--- src/rtl/lsu.sv ---
// lsu: load/store unit bridging the pipeline memory stage to a req/ack word bus.
// A three-state FSM (IDLE, REQ, DONE) latches the access when it leaves IDLE,
// holds mreq until mack, and aligns and extends load data into readdata.
// Optional feature: define LSU_MISALIGN_TRAP_EN to add the misalign output and
// suppress misaligned half/word accesses instead of issuing them.
module lsu (
    input  logic        clk,
    input  logic        rst_n,
    input  logic        memread,
    input  logic        memwrite,
    input  logic [2:0]  funct3,
    input  logic [31:0] addr,
    input  logic [31:0] storedata,
    output logic [31:0] readdata,
    output logic        stall,
    output logic        mreq,
    output logic        mwe,
    output logic [31:0] maddr,
    output logic [31:0] mwdata,
    output logic [3:0]  mbe,
    input  logic [31:0] mrdata,
    input  logic        mack
`ifdef LSU_MISALIGN_TRAP_EN
    ,
    output logic        misalign
`endif
);

    typedef enum logic [1:0] {IDLE, REQ, DONE} state_t;

    state_t     state;
    logic [2:0] f3_q;
    logic [1:0] lo_q;
    logic       req;

    assign req = memread | memwrite;

    // funct3[1:0]: 00 byte, 01 half, anything else is a word access
    function automatic logic [3:0] byte_en(input logic [2:0] f3, input logic [1:0] lo);
        case (f3[1:0])
            2'b00:   byte_en = 4'b0001 << lo;
            2'b01:   byte_en = 4'b0011 << {lo[1], 1'b0};
            default: byte_en = 4'b1111;
        endcase
    endfunction

    function automatic logic [31:0] store_lanes(input logic [2:0] f3, input logic [31:0] sd);
        case (f3[1:0])
            2'b00:   store_lanes = {4{sd[7:0]}};
            2'b01:   store_lanes = {2{sd[15:0]}};
            default: store_lanes = sd;
        endcase
    endfunction

    // funct3[2] selects zero extension (LBU/LHU)
    function automatic logic [31:0] load_ext(input logic [2:0] f3, input logic [1:0] lo,
                                             input logic [31:0] w);
        logic [7:0]  b;
        logic [15:0] h;
        case (lo)
            2'd0:    b = w[7:0];
            2'd1:    b = w[15:8];
            2'd2:    b = w[23:16];
            default: b = w[31:24];
        endcase
        h = lo[1] ? w[31:16] : w[15:0];
        case (f3[1:0])
            2'b00:   load_ext = f3[2] ? {24'b0, b} : {{24{b[7]}}, b};
            2'b01:   load_ext = f3[2] ? {16'b0, h} : {{16{h[15]}}, h};
            default: load_ext = w;
        endcase
    endfunction

`ifdef LSU_MISALIGN_TRAP_EN
    function automatic logic is_misaligned(input logic [2:0] f3, input logic [1:0] lo);
        case (f3[1:0])
            2'b00:   is_misaligned = 1'b0;
            2'b01:   is_misaligned = lo[0];
            default: is_misaligned = (lo != 2'b00);
        endcase
    endfunction
`endif

    // Stall is forced low during reset so a held request cannot freeze the pipe
    assign stall = rst_n & (((state == IDLE) & req) | (state == REQ));

    // Access FSM: latch the request, run the bus handshake, capture load data
    always_ff @(posedge clk or negedge rst_n) begin
        if (!rst_n) begin
            state    <= IDLE;
            mreq     <= 1'b0;
            mwe      <= 1'b0;
            maddr    <= 32'b0;
            mwdata   <= 32'b0;
            mbe      <= 4'b0;
            readdata <= 32'b0;
            f3_q     <= 3'b0;
            lo_q     <= 2'b0;
`ifdef LSU_MISALIGN_TRAP_EN
            misalign <= 1'b0;
`endif
        end else begin
`ifdef LSU_MISALIGN_TRAP_EN
            misalign <= 1'b0;
`endif
            case (state)
                IDLE: begin
                    if (req) begin
                        f3_q   <= funct3;
                        lo_q   <= addr[1:0];
                        mwe    <= memwrite;
                        maddr  <= {addr[31:2], 2'b00};
                        mwdata <= store_lanes(funct3, storedata);
                        mbe    <= memwrite ? byte_en(funct3, addr[1:0]) : 4'b1111;
`ifdef LSU_MISALIGN_TRAP_EN
                        if (is_misaligned(funct3, addr[1:0])) begin
                            state    <= DONE;
                            misalign <= 1'b1;
                        end else begin
                            state <= REQ;
                            mreq  <= 1'b1;
                        end
`else
                        state <= REQ;
                        mreq  <= 1'b1;
`endif
                    end
                end
                REQ: begin
                    if (mack) begin
                        state <= DONE;
                        mreq  <= 1'b0;
                        if (!mwe) begin
                            readdata <= load_ext(f3_q, lo_q, mrdata);
                        end
                    end
                end
                DONE: begin
                    state <= IDLE;
                end
                default: begin
                    state <= IDLE;
                    mreq  <= 1'b0;
                end
            endcase
        end
    end

endmodule

--- config.mk ---
export PLATFORM = sky130hd
export DESIGN_NAME = lsu
export DESIGN_NICKNAME = d
export VERILOG_FILES = /design/src/rtl/lsu.sv
export SDC_FILE = /design/constraint.sdc
export NUM_CORES = 1
export LEC_CHECK = 0
export CORE_UTILIZATION = 35
export CTS_CLUSTER_SIZE = 10
export DETAILED_ROUTE_END_ITERATION = 12
export PLACE_DENSITY = 0.72
export REMOVE_ABC_BUFFERS = 1
export SLEW_MARGIN = 20
export SYNTH_ARGS = -nofsm -noshare
export SYNTH_HDL_FRONTEND = slang
export SYNTH_SLANG_ARGS = --single-unit
export TNS_END_PERCENT = 1
--- constraint.sdc ---
create_clock -name clk -period 4.4 [get_ports clk]
set_input_delay 1.32 -clock clk [delete_from_list [all_inputs] [get_ports clk]]
set_output_delay 1.32 -clock clk [all_outputs]
set_load 0.05 [all_outputs]
After elaboration in Yosys (flattened, before gate mapping):

Cells that the tools add are included.

* register bits: 107
* word-level logic and storage cells: 47

* eq/ne operators: 8
* reduce and logical (&&, ||, !) cells: 8
* shift operators: 2
* bitwise operators: 6
* muxes and demuxes: 14

Operators by type and width (count)
* 32-bit case mux with 2 select lines: 2
* 32-bit 2-to-1 mux: 2
* 8-bit case mux with 3 select lines: 1
* 16-bit 2-to-1 mux: 1
* 2-bit by 1-bit equality test with 1-bit output, second input constant: 4
* 2-bit zero test: 4
* 4-bit case mux with 2 select lines: 1
* 3-bit AND reduction: 2
* 2-bit equality test, second input constant: 2
* 2-bit 2-to-1 mux: 2
* 4-bit 2-to-1 mux: 1
* 2-bit inequality test, second input constant: 2
* 2-bit case mux with 2 select lines: 1
* 2-bit AND reduction: 2
* 1-bit by 2-bit << shifter with 4-bit output, first input constant: 1
* 2-bit by 2-bit << shifter with 4-bit output, first input constant: 1
* 1-bit case mux with 3 select lines: 1
* 1-bit AND: 2
* 1-bit 2-to-1 mux: 2
* 1-bit NOT: 2
* 1-bit OR: 2

Longest topological paths before layout:

* depth in word-level cells: 4
* mapped depth: 6

Worst setup path after synthesis:

No wires, ideal clock.

* path kind: in2out
* start point: in memwrite
* end point: out stall
* data required time: 3080 ps
* stages: 4
* arrival time: 2934 ps
* slack: 146 ps
* path buffers: 2
* path through: o21ai_0 > clkbuf_1 > clkbuf_1 > a21boi_0

* longest elaborated chain between the ends: 4

RTL lines
* start: declaration: RTL line 10 `input logic memwrite,`
* 1-bit OR: RTL line 36 `assign req = memread | memwrite;`
* 1-bit AND: RTL line 85 `assign stall = rst_n & (((state == IDLE) & req) | (state == REQ));`
* 1-bit OR: RTL line 85
* 1-bit AND: RTL line 85
* end: declaration: RTL line 15 `output logic stall,`

No other way between the ends.

Final worst setup path:

Same ends and word-level chain as after synthesis.

==> impl_metrics.ini <==
[sta]
clock_skew_ns = 0.00800
hold_viol = 0
slew-limit-headroom_pct = 35.1
fmax_mhz = 262
slew_viol_final = 0
min_period_ns = 3.82
fin_hold_ws_ns = 0.475
setup_viol = 0
period_share_pct = 86.9
tns_ns = 0
rsz0062_at_grt = false
tightest_slew_ns = 0.971

[place]
place_congestion = 0.876
dp_hpwl_um = 10400
port_buffers = 204

[yosys]
synth_most_common_cell = nand2_1
synthTopCellsByArea = dfrtp_1 (55%), nand2_1 (13%), mux2i_1 (6.6%), nand3_1 (3.4%), o21ai_0 (3.4%)
synth_xor_xnor_area_share_pct = 0
synthSimpleGateAreaFrac_pct = 20.8
synthArstFlopShare_pct = 100
synth-seq-cells = 107
ys.flop_type = dfrtp_1
synth_top_family_by_area = simple AND/OR/NAND/NOR gates
synth_compound_area_share_pct = 12.9
syn_area_um2 = 4860
avgSynthCellArea_um2 = 9.16
synth-adder-area-share_pct = 0
synth_commonest_cells = nand2_1 (171), dfrtp_1 (107), nand3_1 (33), o21ai_0 (33), mux2i_1 (32)
yosysTopAreaCell = dfrtp_1
synth_top_area_share_pct = 55.1
synth_edf_count = 0
synthCells = 530
synth.mux.area_fraction_pct = 7.06
ys_types = 35
synth-seq-area-share_pct = 55.1
yosysWarnings = 0

[clock_network]
hold_buffers = 0
clk_latency_ns = 0.35
numClockSinks = 107
clkTransAtPathRegs_ns = 0.06
cts_resized = 0
cts_tree = yes
cts_buffer_depth = 2
numCtsBuffers = 9
htreeDepth = 3
post_cts_buffers = 0
cts-root-buf = clkbuf_16

[global_route]
grt_use_total_pct = 20.7
grt_max_degree = 92
grt_pass1_wl_um = 23300
grt_use_met1_pct = 26.2
use_met2_pct = 33.6
grtUsageMet3_pct = 5.85
overflow = 0
antenna_found_initial = 0
grt_busiest_layer = met2
first_global_vias = 4517

[layout]
num_antenna_cells = 0
drive_gt1_share_pct = 4.57
nets = 822
area_growth_pct = 51.5
final-seq-area_um2 = 2680
num-fill-cells = 1202
multi_input_area_um2 = 2010

[run_status]
status = completed

[power_and_ir_drop]
power.total_mw = 6.31
powerDensity_nw_per_um2 = 858
p_leak_nw = 3.30
vdd_drop_max_uv = 422

[routing]
drc = 0
viasPerCell = 5.12
avgRoutedWirePerCell_um = 16.2
routed-via-count = 4597
routed_wl_um = 14600
drtIter0Drc = 348
ant_nets = 0
drt_pre_antenna_iters = 6

[worst_setup_path]
critPathKind = primary input to output port
critical_path_required_ns = 3.08
worstSetupStartpointType = primary input
cp-end-kind = output port
worstPathArrival_ns = 2.50
crit_path_max_fanout = 4

[die]
die_w_um = 120
die_area_um2 = 14300
die_h_um = 120
rows = 42
initial_core_util_pct = 36.2
io_pins = 207
core_um2 = 13400

[job]
maxCapViolCount = 0

[min_path]
min_path_type = register to register
## critical path: stages
cell             delay, ns
clkdlybuf4s50_1       0.58
o21ai_4               0.09
a21boi_0              0.32
buf_12                0.19
## cell usage in the layout (no fill, tap or decap), types with 2 or more instances in the layout
cell / instances
a21oi_1: 31
a221oi_1: 9
a22oi_1: 7
buf_4: 11
clkbuf_1: 2
clkbuf_16: 9
clkbuf_8: 2
clkdlybuf4s50_1: 202
conb_1: 2
dfrtp_1: 107
inv_1: 6
mux2i_1: 32
nand2_1: 171
nand2b_1: 2
nand3_1: 33
nor2_1: 30
nor2b_1: 3
o21a_1: 3
o21ai_0: 32
o22a_1: 6
o2bb2ai_1: 3
o31a_1: 2
## path summary, 6_finish.rpt
kind / slack [ns] / cells after the start / start / end
max: 0.58 / 4 / memwrite / stall
min: 0.48 / 2 / maddr[18] / maddr[18]
max reg2reg: 2.28 / 5 / state[1] / readdata[1]
min reg2reg: 0.48 / 2 / maddr[18] / maddr[18]
max in group asynchronous: 2.09 / 3 / rst_n / readdata[3]
min in group asynchronous: 1.12 / 2 / rst_n / readdata[28]
## registers in the layout, summed over array words and instances (netlist names)
| signal | flops |
|---|---|
| maddr | 30 |
| mwe | 1 |
| readdata | 32 |
| lo_q | 2 |
| f3_q | 3 |
| mwdata | 32 |
| state | 2 |
| mbe | 4 |
| mreq | 1 |
## power breakdown
part / switching, mW / internal (mW) / leakage (nW)
clock: 0.344 / 0.469 / 0.146
sequential: 0.303 / 1.45 / 1.30
combinational: 2.53 / 1.21 / 1.85
total: 3.18 / 3.13 / 3.30
## metal layers
layer	vias to the layer above	part of all wire (%)	routed length, um
li1	2147	-	-
met1	2195	41	5990
met2	236	47	6880
met3	19	9.9	1450
met4	0	1.9	277
met5	-	0	0
## layout make-up
| type | instances | area share (%) |
|---|---|---|
| Tap cell | 176 | 2.99 |
| Multi-Input combinational cell | 380 | 27.4 |
| Timing Repair Buffer | 214 | 28.9 |
| Clock buffer | 13 | 3.54 |
| Inverter | 6 | 0.306 |
| Sequential cell | 107 | 36.4 |
| Clock inverter | 2 | 0.476 |
## cell families (layout without fill, tap and decap cells)
| group | after synthesis | after routing |
|---|---|---|
| AOI/OAI and AO/OA | 99 | 99 |
| other | 1 | 2 |
| muxes | 33 | 33 |
| buffers and inverters | 44 | 235 |
| DFF | 107 | 107 |
| and+or+nand+nor | 246 | 246 |
## through the flow
stage	cell area, um^2	cells	util (%)	setup slack [ns]
6_report	7350	898	54.9	0.578
5_1_grt	7350	898	54.9	0.516
4_1_cts	7350	898	54.9	0.592
3_5_place_dp	7060	883	52.7	0.603
3_3_place_gp	7060	883	52.7	0.610
2_1_floorplan	4690	493	-	-4.96
No activity file was read; power rests on OpenSTA's default activity.
==> RTL edit 1 (same flow settings) <==
Re-encode `state_t` (3 states) as one-hot, 3 bits wide.
--- a/src/rtl/lsu.sv
+++ b/src/rtl/lsu.sv
@@ -27,5 +27,5 @@
 );
 
-    typedef enum logic [1:0] {IDLE, REQ, DONE} state_t;
+    typedef enum logic [2:0] {IDLE = 3'b001, REQ = 3'b010, DONE = 3'b100} state_t;
 
     state_t     state;
Function: same outputs for any inputs over 4 cycles, from zero or initial values and one cycle with rst_n low; so few cycles prove little.
==> RTL edit 1 against the original RTL <==
First-iteration DRC count decreased by 4.6%; synthesized area increased by 4.3%; setup slack better by 0.0039 ns; total power increased by 1.9%; wire length up 2.0%; synthesized cell count grew 1.9%; via count grew 2.3%; combinational power increased by 2%; cell area grew 2.5%; sequential cell count up 1; largest cell class unchanged.
==> RTL edit 1: results (changes against the original RTL) <==
| Metric | Value |
|---|---|
| Status | `complete, no violations` |
| Drt wl/cell | `16.32 um (+0.45%)` |
| Post-synth top cells | `nand2_1, dfrtp_1, o21ai_0` |
| Buffers on Ports | `204 (unchanged)` |
| Largest fanout on the critical path | `3 (-1)` |
| Fill count | `1260 (+4.8%)` |
| Critical path's top delay family | `buffers and inverters` |
| Leak | `3.275 nW (-0.66%)` |
| Clock buffer count from CTS | `9 (unchanged)` |
| GRT met3 Usage | `5.994% (+0.15 points)` |
| Via Count | `4702 (+2.3%)` |
| GRT Total Usage | `20.46% (-0.26 points)` |
| Max clock buf depth | `2 (unchanged)` |
| Register area | `2704 um2 (+0.98%)` |
| Xor/xnor cell area share of the yosys netlist | `0% (unchanged)` |
| Max VDD drop | `451.2 uV (+6.9%)` |
| CP max stage delay | `0.55 ns (-0.03 ns)` |
| Post-CTS resize count | `0 (unchanged)` |
| Initial drt markers | `332 (-4.6%)` |
| Psw | `0.003244 W (+2.1%)` |
| Post-Place Worst Slack | `0.5967 ns (-0.006457 ns)` |
| Asr flop ratio synth | `100.0% (unchanged)` |
| Post-DP HPWL | `10460 um (+0.67%)` |
| Largest registers | `mwdata x32, readdata x32, maddr x30` |
| H-Tree Depth | `3 (unchanged)` |
| Met2 usage | `34.23% (+0.64 points)` |
| Setup Buffers After CTS | `0 (unchanged)` |
| Post-DP Area | `7256 um2 (+2.8%)` |
| Syn avg cell area | `9.375 um2 (+2.3%)` |
| Seq/Total Area, Yosys | `53.41% (-1.7 points)` |
| Top area cells in the synthesized netlist | `dfrtp_1, nand2_1, mux2i_1` |
| CP max-delay cell | `clkdlybuf4s50_1` |
| Vias in the first global route | `4812 (+6.5%)` |
| Adder-cell share of the synthesized area | `0% (unchanged)` |
| Clock transition at path regs | `~0.070 ns` |
| GP Congestion | `0.8786 (+0.26%)` |
| Placed insts | `896 (+1.5%)` |
| Initial antenna violation count | `0 (unchanged)` |
| DRT Pass-1 Iters | `4 (-2)` |
| Final Setup Violations | `0 (unchanged)` |
| Yosys cell types | `44 (+26%)` |
| Synth Area in Compound Gates | `18.93% (+6.0 points)` |
| Hold WC Path Type | `flip-flop to flip-flop` |
| Met1 GRT Util | `24.93% (-1.3 points)` |
| Ratio of cells with drive above 1 in the final layout | `6.421% (+1.9 points)` |
| Worst-Margin Slew | `1.024 ns (+0.05291 ns)` |
| Fin Clk Skew | `0.006623 ns (-0.001373 ns)` |
| Routed WL | `14890 um (+2.0%)` |
| Global-route wire length before repair | `23820 um (+2.1%)` |
| CP Data Arrival Time | `2.50 ns (about the same)` |
| Clk_lat worst skew | `between 0.3 and 0.4 ns` |
| Syn. warnings | `0 (unchanged)` |
| N_diodes | `0 (unchanged)` |
| Root Driver | `clkbuf_16` |
| Nets | `831 (+1.1%)` |
| Ys flop type | `dfrtp_1` |
| Largest net degree at the start of global routing | `92 (unchanged)` |
| Post-synthesis mux area share | `6.599% (-0.46 points)` |
## RTL edit 1: cell types whose count changed after synthesis, moves of 9 or more
cell,unedited run,this run
nor2_1,30,16
nand3_1,33,1
o21ai_2,0,11
a221oi_1,9,0
o211ai_1,0,16
a22o_1,1,12
## RTL edit 1: worst paths after layout
check | from | end | slack [ns] | cells past startpoint
min in group asynchronous | rst_n | readdata[28] | 1.10 | 2
max reg2reg | lo_q[1] | readdata[16] | 2.06 | 5
max in group asynchronous | rst_n | readdata[23] | 2.05 | 3
min | maddr[16] | maddr[16] | 0.47 | 2
min reg2reg | maddr[16] | maddr[16] | 0.47 | 2
max | memwrite | stall | 0.58 | 5
## RTL edit 1: layout make-up
type	count	share of cell area, %
tap	180	2.987
clock inverter	5	0.6969
clock buffer	11	3.086
sequential	108	35.86
multi-input combinational	388	28.85
inverter	5	0.2489
timing repair buffer	215	28.27
## RTL edit 1: worst min-delay path: cells and delay by family (launching register included)
kind          cells  cell delay [ns]
flops             1             0.34
simple gates      2             0.11
## RTL edit 1: metal layers
metal | vias to the layer above | wire, um
met4 | 0 | 254
met3 | 16 | 1448
met5 | - | 0
li1 | 2224 | -
met1 | 2262 | 6207
met2 | 200 | 6976
## RTL edit 1: power groups by stage
stage | clock (W) | combinational (W) | sequential (W)
5_1_grt | 0.000866 | 0.00408 | 0.00185
4_1_cts | 0.000829 | 0.00386 | 0.00179
2_1_floorplan | 0 | 0.000963 | 0.00330
3_5_place_dp | 0 | 0.00385 | 0.00181
6_report | 0.000814 | 0.00383 | 0.00179
3_3_place_gp | 0 | 0.00379 | 0.00178
==> RTL edit 2 (same settings) <==
Without the edit above. Build with the macro `LSU_MISALIGN_TRAP_EN` defined.
--- a/src/rtl/lsu.sv
+++ b/src/rtl/lsu.sv
@@ -4,4 +4,6 @@
 // Optional feature: define LSU_MISALIGN_TRAP_EN to add the misalign output and
 // suppress misaligned half/word accesses instead of issuing them.
+`define LSU_MISALIGN_TRAP_EN
+
 module lsu (
     input  logic        clk,
Function (old outputs only; new: misalign): changed (Yosys sat finds a counterexample within 4 cycles, from zero or initial values and one cycle with rst_n low).
==> RTL edit 2 against the original RTL <==
Synthesized area increased by 2.3%; synthesized cell count is 3.4% higher; first-iteration DRC count decreased by 20%; total power increased by 3.9%; setup slack worse by 0.039 ns; sequential cell count rose by 1; global-route usage fell by 0.98 points; critical path type unchanged; count of clock-buffer cells in the layout fell by 2; sequential power rose by 4%; register-to-register slack about the same; wire length shrank 1.9%; largest cell class unchanged; fmax shrank 1.0%; cell area grew 1.8%.
==> RTL edit 2: results (changes against the original RTL) <==
| Metric | Value |
|---|---|
| Status | `complete, no violations` |
| Max VDD drop | `464.1 uV (+9.9%)` |
| Signal buffers | `213 (-0.47%)` |
| Setup crit start | `memwrite` |
| Post-DP HPWL | `10140 um (-2.4%)` |
| Placed insts | `904 (+2.4%)` |
| Leak | `3.309 nW (+0.39%)` |
| Critical path's top delay family | `buffers and inverters` |
| Post-CTS resize count | `0 (unchanged)` |
| Largest fanout on the critical path | `5 (+1)` |
| Vias in the first global route | `4535 (+0.40%)` |
| Top area cells in the synthesized netlist | `dfrtp_1, nand2_1, mux2i_1` |
| Clock buffer count from CTS | `9 (unchanged)` |
| Reg-to-reg startpoint | `lo_q[1]` |
| Initial drt markers | `279 (-20%)` |
| Routed vias/inst | `4.935 (-3.6%)` |
| Post-synth top cells | `nand2_1, dfrtp_1, o21ai_0` |
| Largest registers | `mwdata x32, readdata x32, maddr x30` |
| Clock buffer count | `11 (-2)` |
| GRT Total Usage | `19.74% (-0.98 points)` |
| Drt wl/cell | `15.56 um (-4.2%)` |
| Post-DP Area | `7149 um2 (+1.3%)` |
| Routed WL | `14320 um (-1.9%)` |
| DRT Pass-1 Iters | `4 (-2)` |
| N_diodes | `0 (unchanged)` |
| Syn. warnings | `0 (unchanged)` |
| Post-synthesis mux area share | `5.439% (-1.6 points)` |
| H-Tree Depth | `3 (unchanged)` |
| Non-clk invs | `3 (-3)` |
| Nets | `839 (+2.1%)` |
| Multi-input gates | `400 (+5.3%)` |
| Worst hold start | `mwdata[28]` |
| Clock transition at path regs | `around 0.07 ns` |
| Adder-cell share of the synthesized area | `0% (unchanged)` |
| Register area | `2703 um2 (+0.93%)` |
| Non-clock buffer share | `28.32% (-0.57 points)` |
| Ratio of cells with drive above 1 in the final layout | `6.081% (+1.5 points)` |
| Buffers on Ports | `205 (+0.49%)` |
| Synth Area in Compound Gates | `15.54% (+2.6 points)` |
| Initial antenna violation count | `0 (unchanged)` |
| Row cnt | `43 (+2.4%)` |
| Fill count | `1248 (+3.8%)` |
| Slew HR | `34.34% (-0.73 points)` |
| GP Congestion | `0.8025 (-8.4%)` |
| Clk_lat worst skew | `0.35 ns (about the same)` |
| Yosys reg bits | `108 (+0.93%)` |
| Area occupied by multi-input gates | `2091 um2 (+3.8%)` |
| Global-route wire length before repair | `22560 um (-3.3%)` |
| Fin Clk Skew | `0.007682 ns (-0.0003139 ns)` |
| Clock-cell share | `4.480% (+0.47 points)` |
| CP Data Arrival Time | `2.54 ns (+0.04 ns)` |
| Seq/Total Area, Yosys | `54.39% (-0.75 points)` |
| Post-Place Worst Slack | `0.5639 ns (-0.03931 ns)` |
| Yosys cell types | `38 (+8.6%)` |
| Synthesized instance count | `548 (+3.4%)` |
| Max clock buf depth | `2 (unchanged)` |
| Largest net degree at the start of global routing | `95 (+3.3%)` |
| Root Driver | `clkbuf_16` |
| Fraction of area in multi-input gates | `27.93% (+0.54 points)` |
-- RTL edit 2: path summary, 6_finish.rpt --
| check | slack [ns] | depth (start not counted) | endpoint |
|---|---|---|---|
| setup / recovery | 0.54 | 4 | stall |
| hold / removal | 0.48 | 2 | mwdata[28] |
| setup reg to reg | 2.28 | 4 | readdata[7] |
| hold reg to reg | 0.48 | 2 | mwdata[28] |
| max in group asynchronous | 2.04 | 3 | readdata[26] |
| min in group asynchronous | 1.08 | 2 | readdata[6] |
-- RTL edit 2: report_power, final --
part           leakage (nW)  internal [W]  total (W)  switching [W]
combinational          1.85       0.00124    0.00383        0.00259
sequential             1.30       0.00148    0.00183       0.000348
clock                 0.166      0.000532   0.000901       0.000369
total                  3.31       0.00325    0.00656        0.00331
-- RTL edit 2: per-layer routing --
layer  track usage (%)  wire [um]  up-vias
met4             7.639        306        0
met2             32.36       6628      181
li1                  -          -     2190
met1             24.05       5982     2149
met3             6.344       1400       20
met5                 0          0        -
